File: config.mk
export PLATFORM = sky130hd
export DESIGN_NAME = toggle_count_reader
export DESIGN_NICKNAME = d
export VERILOG_FILES = /design/src/rtl/pwr_pkg.sv /design/src/rtl/toggle_ctr.sv /design/src/rtl/toggle_count_reader.sv
export SDC_FILE = /design/constraint.sdc
export NUM_CORES = 1
export LEC_CHECK = 0
export CAP_MARGIN = 20
export CORE_MARGIN = 4
export CORE_UTILIZATION = 50
export CTS_BUF_LIST = sky130_fd_sc_hd__clkbuf_16
export DETAILED_ROUTE_END_ITERATION = 16
export PLACE_DENSITY_LB_ADDON = 0.05
export SYNTH_ARGS = -nofsm -noshare
export SYNTH_HDL_FRONTEND = slang
export SYNTH_HIERARCHICAL = 1
export SYNTH_SLANG_ARGS = --single-unit
export TNS_END_PERCENT = 20
File: constraint.sdc
create_clock -name C -period 3.8 [get_ports C]
set_input_delay 0.76 -clock C [delete_from_list [all_inputs] [get_ports C]]
set_output_delay 0.76 -clock C [all_outputs]
set_load 0.05 [all_outputs]
File: src/rtl/pwr_pkg.sv
// Shared definitions for the toggle-count reader: default sizes, the read
// FSM state encoding, and a helper for sizing the channel index.
package pwr_pkg;

  // Default number of monitored nets (BUF, NOT, NAND, NOR cell outputs).
  localparam int DEF_NCH = 4;

  // Default toggle counter width.
  localparam int DEF_CW = 16;

  // Read FSM states.
  typedef enum logic [1:0] {
    ST_IDLE    = 2'd0,
    ST_CAPTURE = 2'd1,
    ST_ACK     = 2'd2
  } rd_state_e;

  // Width of a channel index; never below 1 bit so the port stays legal
  // for a single-channel build.
  function automatic int idx_width(input int n);
    return (n > 1) ? $clog2(n) : 1;
  endfunction

endpackage

File: src/rtl/toggle_ctr.sv
// One monitored channel: registers the net, detects any transition
// (rising or falling) and counts it into a saturating counter with a
// sticky saturation flag. A clear from the read path wins over the old
// value but still keeps a same-cycle toggle, so no event is lost.
module toggle_ctr #(
  parameter int CW = 16
) (
  input  logic          clk,
  input  logic          rst_n,
  input  logic          t,      // monitored cell output
  input  logic          v,      // t_q holds a real sample
  input  logic          en,     // counting enable
  input  logic          clr,    // clear counter and sat flag this edge
  output logic [CW-1:0] cnt,
  output logic          sat
);

  localparam logic [CW-1:0] CNT_MAX = '1;
  localparam logic [CW-1:0] CNT_ONE = CW'(1);

  logic          t_q;
  logic          t_d;
  logic [CW-1:0] cnt_q;
  logic [CW-1:0] cnt_d;
  logic          sat_q;
  logic          sat_d;
  logic          toggle;

  // Edge detect and next counter / flag value.
  always_comb begin
    t_d    = t;
    toggle = v && en && (t != t_q);
    cnt_d  = cnt_q;
    sat_d  = sat_q;
    if (clr) begin
      // The counter restarts from this cycle's event, if any.
      cnt_d = toggle ? CNT_ONE : '0;
      sat_d = 1'b0;
    end else if (toggle) begin
      if (cnt_q == CNT_MAX) begin
        // Hold at full scale and remember that events were dropped.
        sat_d = 1'b1;
      end else begin
        cnt_d = cnt_q + CNT_ONE;
      end
    end
  end

  // Channel state registers.
  always_ff @(posedge clk or negedge rst_n) begin
    if (!rst_n) begin
      t_q   <= 1'b0;
      cnt_q <= '0;
      sat_q <= 1'b0;
    end else begin
      t_q   <= t_d;
      cnt_q <= cnt_d;
      sat_q <= sat_d;
    end
  end

  assign cnt = cnt_q;
  assign sat = sat_q;

endmodule

File: src/rtl/toggle_count_reader.sv
// Toggle-count reader: NCH independent saturating toggle counters plus a
// four-phase read port. A read latches the channel index, captures the
// counter (value before this cycle's increment) and its sat flag, then
// raises RD_ACK until the requester drops RD_REQ.
//
// Handshake: RD_REQ is a level. RD_REQ=1 sampled in IDLE starts a read and
// latches RD_IDX; RD_ACK rises two edges later together with stable
// RD_DATA/RD_SAT and stays high until RD_REQ is sampled 0, at which edge
// RD_ACK falls and the port returns to IDLE. The requester must hold
// RD_REQ high until it sees RD_ACK. BUSY covers CAPTURE and ACK.
module toggle_count_reader
  import pwr_pkg::*;
#(
  parameter  int NCH       = DEF_NCH,
  parameter  int CW        = DEF_CW,
  parameter  int CLR_ON_RD = 1,
  localparam int IW        = idx_width(NCH)
) (
  input  logic           C,
  input  logic           R,
  input  logic [NCH-1:0] T,
  input  logic           EN,
  input  logic           RD_REQ,
  input  logic [IW-1:0]  RD_IDX,
  output logic           RD_ACK,
  output logic [CW-1:0]  RD_DATA,
  output logic           RD_SAT,
  output logic           BUSY,
  output logic [1:0]     dbg_state
);

  // Sample-valid flag shared by all channels.
  logic           v_q;
  logic           v_d;

  // Read FSM and its registered outputs.
  rd_state_e      state_q;
  rd_state_e      state_d;
  logic [IW-1:0]  idx_q;
  logic [IW-1:0]  idx_d;
  logic [CW-1:0]  data_q;
  logic [CW-1:0]  data_d;
  logic           sat_q;
  logic           sat_d;
  logic           ack_q;
  logic           ack_d;
  logic           busy_q;
  logic           busy_d;

  // Per-channel counter outputs and clear strobes.
  logic [CW-1:0]  cnt_arr [NCH];
  logic [NCH-1:0] sat_vec;
  logic [NCH-1:0] clr_vec;

  // Addressed channel view; zero when the latched index is out of range.
  logic [CW-1:0]  sel_cnt;
  logic           sel_sat;

  // The first edge after reset only loads the sample registers.
  always_comb begin
    v_d = 1'b1;
  end

  // Valid flag register.
  always_ff @(posedge C or negedge R) begin
    if (!R) begin
      v_q <= 1'b0;
    end else begin
      v_q <= v_d;
    end
  end

  // Counter bank: one edge detector and saturating counter per channel.
  for (genvar g = 0; g < NCH; g++) begin : g_ch
    toggle_ctr #(
      .CW (CW)
    ) u_ctr (
      .clk   (C),
      .rst_n (R),
      .t     (T[g]),
      .v     (v_q),
      .en    (EN),
      .clr   (clr_vec[g]),
      .cnt   (cnt_arr[g]),
      .sat   (sat_vec[g])
    );
  end

  // Select the addressed channel and generate its clear during CAPTURE.
  // An index with no matching channel selects nothing and clears nothing.
  always_comb begin
    sel_cnt = '0;
    sel_sat = 1'b0;
    clr_vec = '0;
    for (int i = 0; i < NCH; i++) begin
      if (int'(idx_q) == i) begin
        sel_cnt    = cnt_arr[i];
        sel_sat    = sat_vec[i];
        clr_vec[i] = (CLR_ON_RD != 0) && (state_q == ST_CAPTURE);
      end
    end
  end

  // Read FSM next-state and next-output logic.
  always_comb begin
    state_d = state_q;
    idx_d   = idx_q;
    data_d  = data_q;
    sat_d   = sat_q;
    ack_d   = ack_q;
    case (state_q)
      ST_IDLE: begin
        ack_d = 1'b0;
        if (RD_REQ) begin
          // The index is taken only here; later changes are ignored.
          idx_d   = RD_IDX;
          state_d = ST_CAPTURE;
        end
      end
      ST_CAPTURE: begin
        // Counter outputs still show the value before this edge's update.
        data_d  = sel_cnt;
        sat_d   = sel_sat;
        state_d = ST_ACK;
      end
      ST_ACK: begin
        if (RD_REQ) begin
          ack_d = 1'b1;
        end else begin
          ack_d   = 1'b0;
          state_d = ST_IDLE;
        end
      end
      default: begin
        ack_d   = 1'b0;
        state_d = ST_IDLE;
      end
    endcase
    busy_d = (state_d != ST_IDLE);
  end

  // Read FSM state and registered outputs.
  always_ff @(posedge C or negedge R) begin
    if (!R) begin
      state_q <= ST_IDLE;
      idx_q   <= '0;
      data_q  <= '0;
      sat_q   <= 1'b0;
      ack_q   <= 1'b0;
      busy_q  <= 1'b0;
    end else begin
      state_q <= state_d;
      idx_q   <= idx_d;
      data_q  <= data_d;
      sat_q   <= sat_d;
      ack_q   <= ack_d;
      busy_q  <= busy_d;
    end
  end

  assign RD_ACK    = ack_q;
  assign RD_DATA   = data_q;
  assign RD_SAT    = sat_q;
  assign BUSY      = busy_q;
  assign dbg_state = state_q;

endmodule
==> impl_metrics.json <==
{
  "grt.overflow.total": 0,
  "timing.critical_path.from_type": "register",
  "fin_tns_setup_ns": 0,
  "timing.max_slew.rel_slack": 0.289,
  "finalWirelength_um": 13500,
  "yosys-mux-area-fraction": 0.169,
  "synth_top_cell_by_area": "sky130_fd_sc_hd__dfrtp_1",
  "reg2reg_setup_slack_ns": 1.42,
  "floorplan.io_pins": 31,
  "finalCoreUtilization": 0.583,
  "post_cts_resized": 0,
  "power_per_cell_area_mw_per_mm2": 525,
  "post_synth_fa_ha_maj_area_fraction": 0.00887,
  "cts_inserted_buffers": 9,
  "groute.usage.overall": 0.214,
  "layout-drive-gt1-share": 0.184,
  "power.ir.vdd_worst_uv": 404,
  "ctsHoldBuffers": 0,
  "htree_levels": 3,
  "starting_density_of_the_core": 0.516,
  "ys_seq_elements": 96,
  "grt_antenna_before_repair": 0,
  "finish.instance_area_mm2": 0.00637,
  "vias": 4276,
  "finalSetupViolCount": 0,
  "postCtsSetupBuffers": 0,
  "cellLeakagePower_nw": 2.69,
  "final_antenna_net_count": 0,
  "crit_path_cell_trace": "nand2b_1 -> nor3b_2 -> inv_1 -> o311ai_0 -> o41ai_1",
  "number_of_global_route_vias_before_repair": 4061,
  "worst_slew_pin_slew_ns": 1.06,
  "synth.net_count": 522,
  "numClockSinks": 96,
  "io_buffer_count": 30,
  "endpoint_type_of_the_worst_setup_path": "register",
  "syn_avg_cell_area_um2": 11.1,
  "worst_ep_required_time_ns": 4.01,
  "wl_per_cell_um": 19.8,
  "r2r_start": "dbg_state[1]",
  "synth_cells": 508,
  "fin_worst_skew_ns": 0.00551,
  "syn2layout_area_growth_pct": 13.0,
  "largest_family_of_logic_cells_by_synthesized_area": "simple AND/OR/NAND/NOR gates",
  "drt_iter0_drc": 325,
  "worst-path-max-fanout": 18,
  "dp.final_hpwl_um": 9560,
  "number_of_warning_messages_in_the_yosys_log": 6,
  "yosys.area_share.simple": 0.233,
  "critical-path-max-stage-delay_ns": 0.89,
  "synth_area_leaders": "sky130_fd_sc_hd__dfrtp_1 43%, sky130_fd_sc_hd__mux4_2 6.0%, sky130_fd_sc_hd__mux2_2 5.0%",
  "grt_max_degree": 39,
  "yosysTopAreaCellShare": 0.426,
  "gp_congestion": 0.871,
  "critical_path.slowest_cell": "sky130_fd_sc_hd__nor3b_2",
  "clk_transition_reported_paths_ns": 0.06,
  "worstSetupPathType": "reg -> reg",
  "placedInstanceArea_mm2": 0.00607,
  "detail_route.drc_violations": 0,
  "setup.worst_path.start": "dbg_state[1]",
  "period_share": 0.627,
  "coreArea_mm2": 0.0109,
  "clock_latency_ns": 0.34,
  "synth-xor-area-share": 0.0115,
  "die-height_um": 114,
  "worst-endpoint-arrival_ns": 2.59,
  "hold_viol": 0,
  "yosys.cell_types.count": 44,
  "grt_pass1_wl_um": 21700,
  "rsz0062_at_grt": "false",
  "fp.dieArea_mm2": 0.0130,
  "clock_tree_from_tritoncts": "built",
  "final_critical_path_setup_slack_ns": 1.42,
  "status": "finished, final reports clean",
  "fp-row-count": 38,
  "place_worst_setup_slack_ns": 1.12,
  "clock_tree.buffer_depth": 2,
  "final_period_minus_worst_setup_slack_ns": 2.38,
  "max_cap_viol_count": 0,
  "synth_compound_area_frac": 0.118,
  "max_clock_freq_mhz": 419,
  "number_of_pins_with_negative_max_slew_slack_in_the_final_report": 0,
  "timing.hold.worst.class": "in -> async",
  "cts_root_buffer": "sky130_fd_sc_hd__clkbuf_16",
  "die_boundary_width_um": 114,
  "cell_area_after_synthesis_mm2": 0.00564,
  "avgViaCountPerCell": 6.30,
  "first_pass_iters": 5,
  "yosysSeqAreaShare": 0.426,
  "num-nets-final": 549,
  "antenna_cells": 0
}
-- report_power, final --
group,internal [mW],total [mW],switching (mW),leakage [nW]
Combinational,0.461,1.06,0.595,1.25
Sequential,1.16,1.35,0.188,1.29
Clock,0.565,0.944,0.379,0.152
Total,2.18,3.35,1.16,2.69
-- cell type report --
type / count / area [um2]
inverter: 18 / 67.6
clock buffer: 9 / 225
multi-input combinational: 372 / 3070
fill: 925 / 4560
tap: 140 / 175
sequential: 96 / 2400
timing repair buffer: 38 / 358
clock inverter: 6 / 76.3
-- flip-flops by register name, summed over array words and instances (netlist names) --
| register | flops |
|---|---|
| BUSY | 1 |
| RD_ACK | 1 |
| RD_DATA | 16 |
| RD_SAT | 1 |
| dbg_state | 2 |
| g_ch.u_ctr/cnt | 64 |
| g_ch.u_ctr/sat | 4 |
| g_ch.u_ctr/t_q | 4 |
| idx_q | 2 |
| v_q | 1 |
-- Yosys cell counts (all sizes together) --
master / number
a211oi: 12
a21oi: 32
o21a: 8
nand4: 20
ha: 4
nand3: 16
o311ai: 4
buf: 10
and4: 8
nand2: 33
nand3b: 1
nor3: 13
mux2i: 4
clkbuf: 12
and2: 8
mux4: 17
or4: 24
o31ai: 16
a31oi: 4
nor4: 8
mux2: 43
xor2: 4
inv: 18
o21ai: 6
a32o: 4
nor3b: 3
and3: 13
conb: 1
nor2b: 25
nor2: 28
a41oi: 4
dfrtp: 96
nand2b: 1
o41ai: 8
-- logic make-up (layout without fill, tap and decap cells) --
kind of cell,Yosys count,in the layout
flops,96,96
other cells,1,1
buf+inv,40,71
mux,64,64
xor+xnor,4,4
simple gates,201,201
compound gates,98,98
fa+ha+maj,4,4
-- stage by stage --
step	cells	hold slack (ns)	total power, mW
finish	679	0.337	3.35
global route	679	0.355	3.53
global placement	664	0.484	2.40
CTS	679	0.343	3.38
detailed placement	664	0.489	2.43
floorplan	508	0.458	2.11
-- worst paths after layout --
path / to / depth (start not counted)
setup / recovery: g_ch[2].u_ctr/cnt[10] / 5
max in group asynchronous: RD_DATA[0] / 2
hold / removal: g_ch[0].u_ctr/cnt[11] / 1
setup reg to reg: g_ch[2].u_ctr/cnt[10] / 5
hold reg to reg: RD_DATA[15] / 1
min in group C: RD_DATA[15] / 1
-- layer usage --
metal | up-vias | GRT usage | wire length, um
met5 | - | 0 | 0
met4 | 0 | 0.0752 | 253
met3 | 16 | 0.0423 | 652
met2 | 119 | 0.332 | 6430
met1 | 2130 | 0.300 | 6140
li1 | 2011 | - | -
-- cells in the final DEF (no fill, tap or decap), types with 8 or more instances in the layout --
cell,Yosys,layout
sky130_fd_sc_hd__nor2_1,28,28
sky130_fd_sc_hd__a211oi_1,12,12
sky130_fd_sc_hd__mux2_4,10,10
sky130_fd_sc_hd__nor3_1,9,8
sky130_fd_sc_hd__clkbuf_16,0,9
sky130_fd_sc_hd__mux2_1,8,8
sky130_fd_sc_hd__or4_1,24,24
sky130_fd_sc_hd__o21a_1,8,8
sky130_fd_sc_hd__nand4_1,8,8
sky130_fd_sc_hd__and3_1,13,13
sky130_fd_sc_hd__mux2_2,25,25
sky130_fd_sc_hd__mux4_2,15,15
sky130_fd_sc_hd__and4_1,8,8
sky130_fd_sc_hd__inv_1,18,19
sky130_fd_sc_hd__nor2b_1,25,24
sky130_fd_sc_hd__o41ai_1,8,8
sky130_fd_sc_hd__dfrtp_1,96,96
sky130_fd_sc_hd__clkdlybuf4s50_1,0,29
sky130_fd_sc_hd__nand2_1,33,33
sky130_fd_sc_hd__o31ai_1,16,16
sky130_fd_sc_hd__nand4_2,8,8
sky130_fd_sc_hd__buf_4,6,9
sky130_fd_sc_hd__a21oi_1,32,32
sky130_fd_sc_hd__nand3_1,16,16
-- critical path, delay by kind of cell (launching register included) --
kind | cells | cell delay, ns
buf+inv | 1 | 0.34
flops | 1 | 0.42
compound gates | 2 | 0.32
simple gates | 2 | 1.16
No activity file was read; power rests on OpenSTA's default activity.
